--- src/rtl/data_mem_responder_pkg.sv ---
// rtl/data_mem_responder_pkg.sv - shared types and constants for the data memory responder
// Contents: FSM state type, DEPTH/LATENCY defaults, word/address/index widths,
// and a helper that sizes the storage index from DEPTH.
package mem_pkg;
    localparam int WORD_W          = 32;
    localparam int ADDR_W          = 32;
    localparam int INDEX_W         = ADDR_W - 2;
    localparam int DEFAULT_DEPTH   = 64;
    localparam int DEFAULT_LATENCY = 2;
    localparam int CNT_W           = 4;

    typedef enum logic [1:0] {
        IDLE = 2'd0,
        BUSY = 2'd1,
        RESP = 2'd2
    } state_t;

    function automatic int index_bits(input int depth);
        return (depth <= 2) ? 1 : $clog2(depth);
    endfunction
endpackage

--- src/rtl/data_mem_responder_if.sv ---
// rtl/data_mem_responder_if.sv - request/response bus between MEM stage and data memory
// Signals: req_valid/req_write/req_addr/req_wdata (requester -> responder),
// req_ready/resp_valid/resp_rdata/resp_error/stall (responder -> requester).
// Modports: master = MEM stage, slave = responder.
interface data_mem_responder_if;
    import mem_pkg::*;

    logic              req_valid;
    logic              req_write;
    logic [ADDR_W-1:0] req_addr;
    logic [WORD_W-1:0] req_wdata;
    logic              req_ready;
    logic              resp_valid;
    logic [WORD_W-1:0] resp_rdata;
    logic              resp_error;
    logic              stall;

    modport master (
        output req_valid, req_write, req_addr, req_wdata,
        input  req_ready, resp_valid, resp_rdata, resp_error, stall
    );

    modport slave (
        input  req_valid, req_write, req_addr, req_wdata,
        output req_ready, resp_valid, resp_rdata, resp_error, stall
    );
endinterface

--- src/rtl/dm_storage_array.sv ---
// rtl/dm_storage_array.sv - word storage with synchronous write, registered read, synchronous clear
// Ports: clock; clear (sync, clears every word and the read register);
// wr_en/index/wdata write port; rd_strobe updates rdata, with rd_en selecting
// mem[index] or zero; rdata holds between strobes.
module dm_storage_array
    import mem_pkg::*;
#(
    parameter int DEPTH = DEFAULT_DEPTH,
    parameter int AW    = index_bits(DEFAULT_DEPTH)
) (
    input  logic              clock,
    input  logic              clear,
    input  logic              wr_en,
    input  logic              rd_strobe,
    input  logic              rd_en,
    input  logic [AW-1:0]     index,
    input  logic [WORD_W-1:0] wdata,
    output logic [WORD_W-1:0] rdata
);
    logic [WORD_W-1:0] mem [DEPTH];

    always_ff @(posedge clock) begin
        if (clear) begin
            for (int i = 0; i < DEPTH; i++) begin
                mem[i] <= '0;
            end
            rdata <= '0;
        end else begin
            if (wr_en) begin
                mem[index] <= wdata;
            end
            // Stores and faulted accesses still strobe, returning zero.
            if (rd_strobe) begin
                rdata <= rd_en ? mem[index] : '0;
            end
        end
    end
endmodule

--- src/rtl/data_mem_responder.sv ---
// rtl/data_mem_responder.sv - fixed-latency data memory responder for the MEM stage
// Ports: clock, reset (sync, active-high), bus (data_mem_responder_if.slave).
// One request in flight; response pulses LATENCY edges after accept; a new
// request may be accepted in the response cycle.
module data_mem_responder
    import mem_pkg::*;
#(
    parameter int DEPTH   = DEFAULT_DEPTH,
    parameter int LATENCY = DEFAULT_LATENCY
) (
    input  logic                  clock,
    input  logic                  reset,
    data_mem_responder_if.slave   bus
);
    localparam int               AW       = index_bits(DEPTH);
    localparam logic [CNT_W-1:0] CNT_LOAD = CNT_W'(LATENCY - 1);

    state_t            state;
    logic [CNT_W-1:0]  count;
    logic [ADDR_W-1:0] addr_q;
    logic [WORD_W-1:0] wdata_q;
    logic              write_q;
    logic              ready_q;
    logic              resp_valid_q;
    logic              resp_error_q;
    logic [WORD_W-1:0] rdata;
    logic              access_err;
    logic              finish;

    assign access_err = (addr_q[1:0] != 2'b00) || (addr_q[ADDR_W-1:2] >= INDEX_W'(DEPTH));
    // The edge that ends the last BUSY cycle is the one entering RESP.
    assign finish     = (state == BUSY) && (count == '0);

    dm_storage_array #(
        .DEPTH (DEPTH),
        .AW    (AW)
    ) u_storage (
        .clock     (clock),
        .clear     (reset),
        .wr_en     (finish && write_q && !access_err),
        .rd_strobe (finish),
        .rd_en     (!write_q && !access_err),
        .index     (addr_q[AW+1:2]),
        .wdata     (wdata_q),
        .rdata     (rdata)
    );

    always_ff @(posedge clock) begin
        if (reset) begin
            state        <= IDLE;
            count        <= '0;
            addr_q       <= '0;
            wdata_q      <= '0;
            write_q      <= 1'b0;
            ready_q      <= 1'b1;
            resp_valid_q <= 1'b0;
            resp_error_q <= 1'b0;
        end else begin
            resp_valid_q <= 1'b0;
            case (state)
                IDLE, RESP: begin
                    if (bus.req_valid) begin
                        addr_q  <= bus.req_addr;
                        wdata_q <= bus.req_wdata;
                        write_q <= bus.req_write;
                        count   <= CNT_LOAD;
                        state   <= BUSY;
                        ready_q <= 1'b0;
                    end else begin
                        state   <= IDLE;
                        ready_q <= 1'b1;
                    end
                end
                BUSY: begin
                    if (count == '0) begin
                        state        <= RESP;
                        ready_q      <= 1'b1;
                        resp_valid_q <= 1'b1;
                        resp_error_q <= access_err;
                    end else begin
                        count <= count - 1'b1;
                    end
                end
                default: begin
                    state   <= IDLE;
                    ready_q <= 1'b1;
                end
            endcase
        end
    end

    assign bus.req_ready  = ready_q;
    assign bus.resp_valid = resp_valid_q;
    assign bus.resp_rdata = rdata;
    assign bus.resp_error = resp_error_q;
    // Freeze MEM/WB while a request is waiting or in flight; release in RESP.
    assign bus.stall      = bus.req_valid && !reset && (state != RESP);
endmodule

--- src/flat_wrapper.sv ---
// flat-port wrapper written by rule: the top's interface ports become plain ports
module data_mem_responder_flat import mem_pkg::*;
#(
    parameter int DEPTH   = DEFAULT_DEPTH,
    parameter int LATENCY = DEFAULT_LATENCY
)
  (clock, reset, bus_req_valid, bus_req_write, bus_req_addr, bus_req_wdata, bus_req_ready, bus_resp_valid, bus_resp_rdata, bus_resp_error, bus_stall);
  data_mem_responder_if bus_i ();
  input  logic clock;
  input  logic reset;
  input wire logic [$bits(bus_i.req_valid)-1:0] bus_req_valid;
  input wire logic [$bits(bus_i.req_write)-1:0] bus_req_write;
  input wire logic [$bits(bus_i.req_addr)-1:0] bus_req_addr;
  input wire logic [$bits(bus_i.req_wdata)-1:0] bus_req_wdata;
  output wire logic [$bits(bus_i.req_ready)-1:0] bus_req_ready;
  output wire logic [$bits(bus_i.resp_valid)-1:0] bus_resp_valid;
  output wire logic [$bits(bus_i.resp_rdata)-1:0] bus_resp_rdata;
  output wire logic [$bits(bus_i.resp_error)-1:0] bus_resp_error;
  output wire logic [$bits(bus_i.stall)-1:0] bus_stall;
  assign bus_i.req_valid = bus_req_valid;
  assign bus_i.req_write = bus_req_write;
  assign bus_i.req_addr = bus_req_addr;
  assign bus_i.req_wdata = bus_req_wdata;
  assign bus_req_ready = bus_i.req_ready;
  assign bus_resp_valid = bus_i.resp_valid;
  assign bus_resp_rdata = bus_i.resp_rdata;
  assign bus_resp_error = bus_i.resp_error;
  assign bus_stall = bus_i.stall;
  data_mem_responder #(.DEPTH(DEPTH), .LATENCY(LATENCY)) u_core (.clock(clock), .reset(reset), .bus(bus_i));
endmodule
--- config.mk ---
export PLATFORM = sky130hd
export DESIGN_NAME = data_mem_responder_flat
export DESIGN_NICKNAME = d
export VERILOG_FILES = /design/src/rtl/data_mem_responder_pkg.sv /design/src/rtl/data_mem_responder_if.sv /design/src/rtl/dm_storage_array.sv /design/src/rtl/data_mem_responder.sv /design/src/flat_wrapper.sv
export SDC_FILE = /design/constraint.sdc
export NUM_CORES = 2
export LEC_CHECK = 0
export CAP_MARGIN = 40
export CORE_MARGIN = 2
export CORE_UTILIZATION = 50
export CTS_CLUSTER_DIAMETER = 50
export CTS_CLUSTER_SIZE = 10
export DETAILED_ROUTE_END_ITERATION = 6
export GPL_TIMING_DRIVEN = 0
export PLACE_DENSITY = 0.66
export SYNTH_ARGS = -nofsm -noshare
export SYNTH_HDL_FRONTEND = slang
export SYNTH_SLANG_ARGS = --single-unit
--- constraint.sdc ---
create_clock -name clock -period 5.9 [get_ports clock]
set_clock_uncertainty 0.1 [all_clocks]
set_input_delay 0.885 -clock clock [delete_from_list [all_inputs] [get_ports clock]]
set_output_delay 0.885 -clock clock [all_outputs]
set_load 0.005 [all_outputs]
* After elaboration in Yosys (flattened, before gate mapping) *
Memories as Yosys holds them, arrays and structs flattened. A register that Yosys moved wholly into a read port is not among the register bits.
Index checks and enable logic that the tools add are counted.

storage, ports and cells
  register bits after elaboration = 106
  memory bits (writable) = 2048
  input port bits = 68
  word-level logic and storage cells = 60
  memories kept = 1

operators by class
  add/sub/neg operators = 1
  $lt $le $gt $ge = 1
  equality and inequality tests = 6
  mux-type cells = 21
  bitwise logic cells = 1
  reduce and logical (&&, ||, !) cells = 20

memories
  memory                depth  width  read ports  clocked after memory_dff  wr ports  line                    source
  u_core.u_storage.mem  64     32     1           1                         64        dm_storage_array.sv:20  logic [WORD_W-1:0] mem [DEPTH];

operators by type and width
  kind                                                                 number
  2-to-1 mux 32 bit                                                    2
  OR reduction 32 bit                                                  1
  greater-or-equal comparator 30 x 7 -> 1 bit (second input constant)  1
  2-to-1 mux 6 bit                                                     3
  2-to-1 mux 1 bit                                                     10
  2-to-1 mux 4 bit                                                     2
  != test 2 bit (second input constant)                                4
  case mux 4 bit (2 select lines)                                      1
  logical AND 1 bit                                                    6
  zero test 4 bit                                                      1
  case mux 2 bit (2 select lines)                                      1
  AND reduction 2 bit                                                  2
  nonzero test 2 bit                                                   2
  OR reduction 2 bit                                                   2
  subtractor 4 x 1 -> 4 bit (second input constant)                    1
  zero test 1 bit                                                      3
  AND reduction 3 bit                                                  1
  equality test 2 x 1 -> 1 bit (second input constant)                 1
  equality test 2 bit (second input constant)                          1
  zero test 2 bit                                                      1
  2-to-1 mux 2 bit                                                     1
  case mux 1 bit (2 select lines)                                      1
  logical OR 1 bit                                                     1
  inverter 1 bit                                                       1

* Depth between registers and ports, before layout *
  word-level depth = 9
  depth in mapped cells = 11
  gate-level depth less buffers = 7

* By module *
Synthesis repeated with hierarchy kept, for this count alone.

unflattened totals
  cell total of the unflattened synthesis = 7326
  area, all modules = 95216.3 sq um

modules (own cells, without submodules)
  module              instances  cells each  area an instance (sq um)  sequential area each (sq um)
  dm_storage_array    1          6988        92516.2                   62139.6
  data_mem_responder  1          338         2700.1                    1481.4

* Worst setup path after synthesis *
OpenSTA, ideal clock, no wires.

  path kind = register to register
  start = register u_core.count[0]
  end = memory u_core.u_storage.mem[55][10], enable pin
  setup time = 0.466 ns
  arrival time = 4.080 ns
  setup slack = 1.254 ns
  cell stages (with the launch flop) = 9
  path buffers = 2
  path through = dfxtp_1 -> inv_1 -> ha_1 -> or3b_1 -> clkbuf_1 -> nor3_4 -> nand4_1 -> clkbuf_1 -> o21ai_0

RTL lines
  what                      line                      source
  start: declaration        data_mem_responder.sv:19  logic [CNT_W-1:0] count;
  start signal: assignment  data_mem_responder.sv:81  count <= count - 1'b1;
  end: declaration          dm_storage_array.sv:20

==> impl_metrics.toml <==
[routing]
avgViaCountPerCell = 7.126
drt-total-wl_um = 518000
route.vias.total = 71733
drtIter0Drc = 14886
postRouteAntennaNets = 0
wl_per_cell_um = 51.46
drt_pass1_iterations = 7
drc = 57

[synthesis]
synthFlopType = "edfxtp_1"
synth_largest_area_cell = "edfxtp_1"
synth_most_common_cell = "and2_1"
synthTopCellsByArea = "edfxtp_1 (63%), and2_1 (13%), mux4_2 (10%)"
synth_top_cell_area_share_pct = 63.31
ys_seq_area_share_pct = 65.62
syn-instance-count = 6599
netlist_area_um2 = 97130
synth_edf_count = 2048
syn_avg_cell_area_um2 = 14.72
netlist_top_cells_count = "and2_1 (2055), edfxtp_1 (2048), clkbuf_1 (544)"
syn_nets = 6669
synthArstFlopShare_pct = 0
yosys_register_bits = 2160
synth_cell_types = 64
synth_warnings = 0

[global_routing]
grt-ovfl-total = 0
antenna_found_initial = 93
grt_max_degree = 23
grt_pass1_wl_um = 651300
grt_usage_pct = 51.91
grt_pass1_vias = 64176

[worst_setup_path]
r2r_end = "u_core.u_storage.rdata[12]$_SDFFE_PP0P_"
cpPeakStageDelay_ns = 0.93
rrSetupSlack_ns = -0.42
critPathArrivalTime_ns = 7.05
endpoint_kind = "flip-flop"
crit_required_ns = 6.63
start_kind = "flip-flop"
cp_slowest_cell = "buf_2"
crit_chain = "buf_2 -> buf_2 -> buf_2 -> buf_2 -> buf_12 -> mux4_2 -> a221oi_1 -> o21ai_0 -> nor2_1 -> o21ai_0"
r2r_cells = 10
crit_type = "flip-flop to flip-flop"
crit_top_cell = "buf_2"
crit_fanout = 10

[floorplanning]
ios = 104
die_width_um = 444.8
initial_core_util_pct = 50.39
die_h_um = 444.8
core_area_um2 = 192800
rows = 161
die_area_um2 = 197800

[power_and_ir_drop]
seq_power_share_pct = 45.2
powerDensity_nw_per_um2 = 332.1
p_comb_share_pct = 13.0
pwr-share-clk_pct = 41.7
vdd_ir_drop_max_mv = 0.2956
p_switching_w = 0.01060
p_leak_nw = 41.46
p_int_w = 0.02793
switching_share_pct = 27.51

[place]
place.detailed.hpwl_um = 380300
portBuffers = 103
dpl.cell_count = 9516
gp_congestion = 1.083
pre_cts_ws_ns = 0.2866

[timing]
slew_violations = 0
setup_viol = 2
fin_setup_tns_ns = -0.8224
max_freq_mhz = 158.3
hold_slack_ns = 0.3454
min_period_ns = 6.316
fin_crit_sh_pct = 107.0
rsz0062_at_grt = "false"
relSlewSlack_pct = 27.85
hold_viol = 0
worstMarginPinSlew_ns = 1.082
fin_ws_ns = -0.4157

[clock_tree]
htreeDepth = 5
clkSinkCount = 2160
worstSkewPairLatency_ns = 1.00
tritoncts = "done"
ctsResizeCount = 0
cts_root_buffer = "clkbuf_16"
cts.reportedPaths.clkPinSlew_ns = 0.06
cts_setup_buffers = 0
cts_made_buffers = 285
holdBufCountCts = 0
clockBufferDepth = 4

[hold_path]
hold_depth = 2
min_from = "u_core.bus.req_ready$_SDFFE_PP1P_"
holdCritPathClass = "flip-flop to flip-flop"
min_to = "u_core.bus.req_ready$_SDFFE_PP1P_"

[final_layout]
fin_cells = 10067
layout.nets = 7364
nFillCells = 14888
drive_above_1_share_pct = 18.64
area_growth_pct = 19.45

[job]
drv_cap = 0

[outcome]
violations = "design-rule violations, negative setup slack"
status = "complete, but fails checks"
critical path, delay by kind of cell (launching register included):
kind / cells / cell delay (ns)
flip-flops: 1 / 0.30
buffers and inverters: 5 / 2.90
multiplexers: 1 / 0.37
AND/OR/NAND/NOR: 1 / 0.82
AO/OA/AOI/OAI: 3 / 1.60
cell usage in the layout (no fill, tap or decap), types with 40 or more instances in the layout:
master	n
mux2i_1	183
nor2_1	93
o21ai_4	56
dfxtp_1	112
a22oi_1	97
edfxtp_1	2048
clkdlybuf4s50_1	103
clkbuf_2	87
nand3_1	58
clkbuf_16	292
buf_12	99
buf_2	108
a21oi_1	99
o22ai_1	48
buf_4	42
mux4_2	437
clkbuf_1	548
buf_16	70
buf_8	59
nand4_1	40
diode_2	95
nand2_1	276
and2_1	2055
logic make-up after synthesis:
group	after synthesis	synth area share [%]
and+or+nand+nor	2674	16.25
buffers and inverters	675	2.780
AOI/OAI and AO/OA	437	2.942
muxes	651	12.38
DFF	2160	65.62
adders and majority gates	2	0.02576
metal layers:
| layer | vias to the layer above | wire length [um] | GRT usage (%) |
|---|---|---|---|
| li1 | 25585 | - | - |
| met1 | 36425 | 171300 | 62.82 |
| met2 | 7833 | 204500 | 67.95 |
| met3 | 1852 | 90060 | 26.95 |
| met4 | 38 | 51680 | 43.42 |
| met5 | - | 515 | 0.8791 |
worst max-delay path by stage:
stage	startpoint	endpoint	slack [ns]	cells after the start
2_1_floorplan	u_core.count[0]$_SDFFE_PP0P_	u_core.u_storage.mem[55][10]$_SDFFCE_PN0P_	1.25	8
3_3_place_gp	reset	u_core.u_storage.mem[8][22]$_SDFFCE_PN0P_	-3.88	5
3_5_place_dp	flip-flop	u_core.u_storage.rdata[12]$_SDFFE_PP0P_	0.29	10
4_1_cts	flip-flop	u_core.u_storage.rdata[12]$_SDFFE_PP0P_	0.27	10
5_1_grt	flip-flop	u_core.u_storage.rdata[12]$_SDFFE_PP0P_	0.10	10
6_report	flip-flop	u_core.u_storage.rdata[12]$_SDFFE_PP0P_	-0.42	10
through the flow:
step / power [W] / util (%) / cell area [um2]
final: 0.03853 / 60.18 / 116000
after global placement: 0.02189 / 52.56 / 101300
after global routing: 0.03863 / 60.07 / 115800
after detailed placement: 0.02230 / 55.70 / 107400
after floorplan: 0.01933 / - / 97130
after CTS: 0.03785 / 59.95 / 115600
sequential cells by signal, indices dropped and copies added (netlist names), named ones only:
name and count:
u_core.u_storage.rdata 32, u_core.wdata_q 32, u_core.bus.resp_error 1, u_core.count 4
u_core.u_storage.mem 2048, u_core.bus.req_ready 1, u_core.bus.resp_valid 1, u_core.write_q 1
u_core.addr_q 32, u_core.state 2
power by group through the flow:
stage	clock (W)	combinational, W	sequential (W)
3_3_place_gp	0	0.00407	0.0178
6_report	0.0161	0.00503	0.0174
4_1_cts	0.0158	0.00459	0.0174
5_1_grt	0.0164	0.00476	0.0175
3_5_place_dp	0	0.00457	0.0177
2_1_floorplan	0	0.00164	0.0177
final cells by class:
class | instances | area [um2] | area share [%]
inverter | 7 | 26.28 | 0.02265
antenna | 95 | 237.7 | 0.2049
sequential | 2160 | 63740 | 54.94
clock inverter | 52 | 479.2 | 0.4130
multi-input combinational | 3764 | 31380 | 27.05
tap | 2526 | 3161 | 2.724
buffer | 668 | 2804 | 2.417
clock buffer | 387 | 7704 | 6.640
timing repair buffer | 408 | 6490 | 5.594
Note: power is estimated with default switching activity, not from simulation.
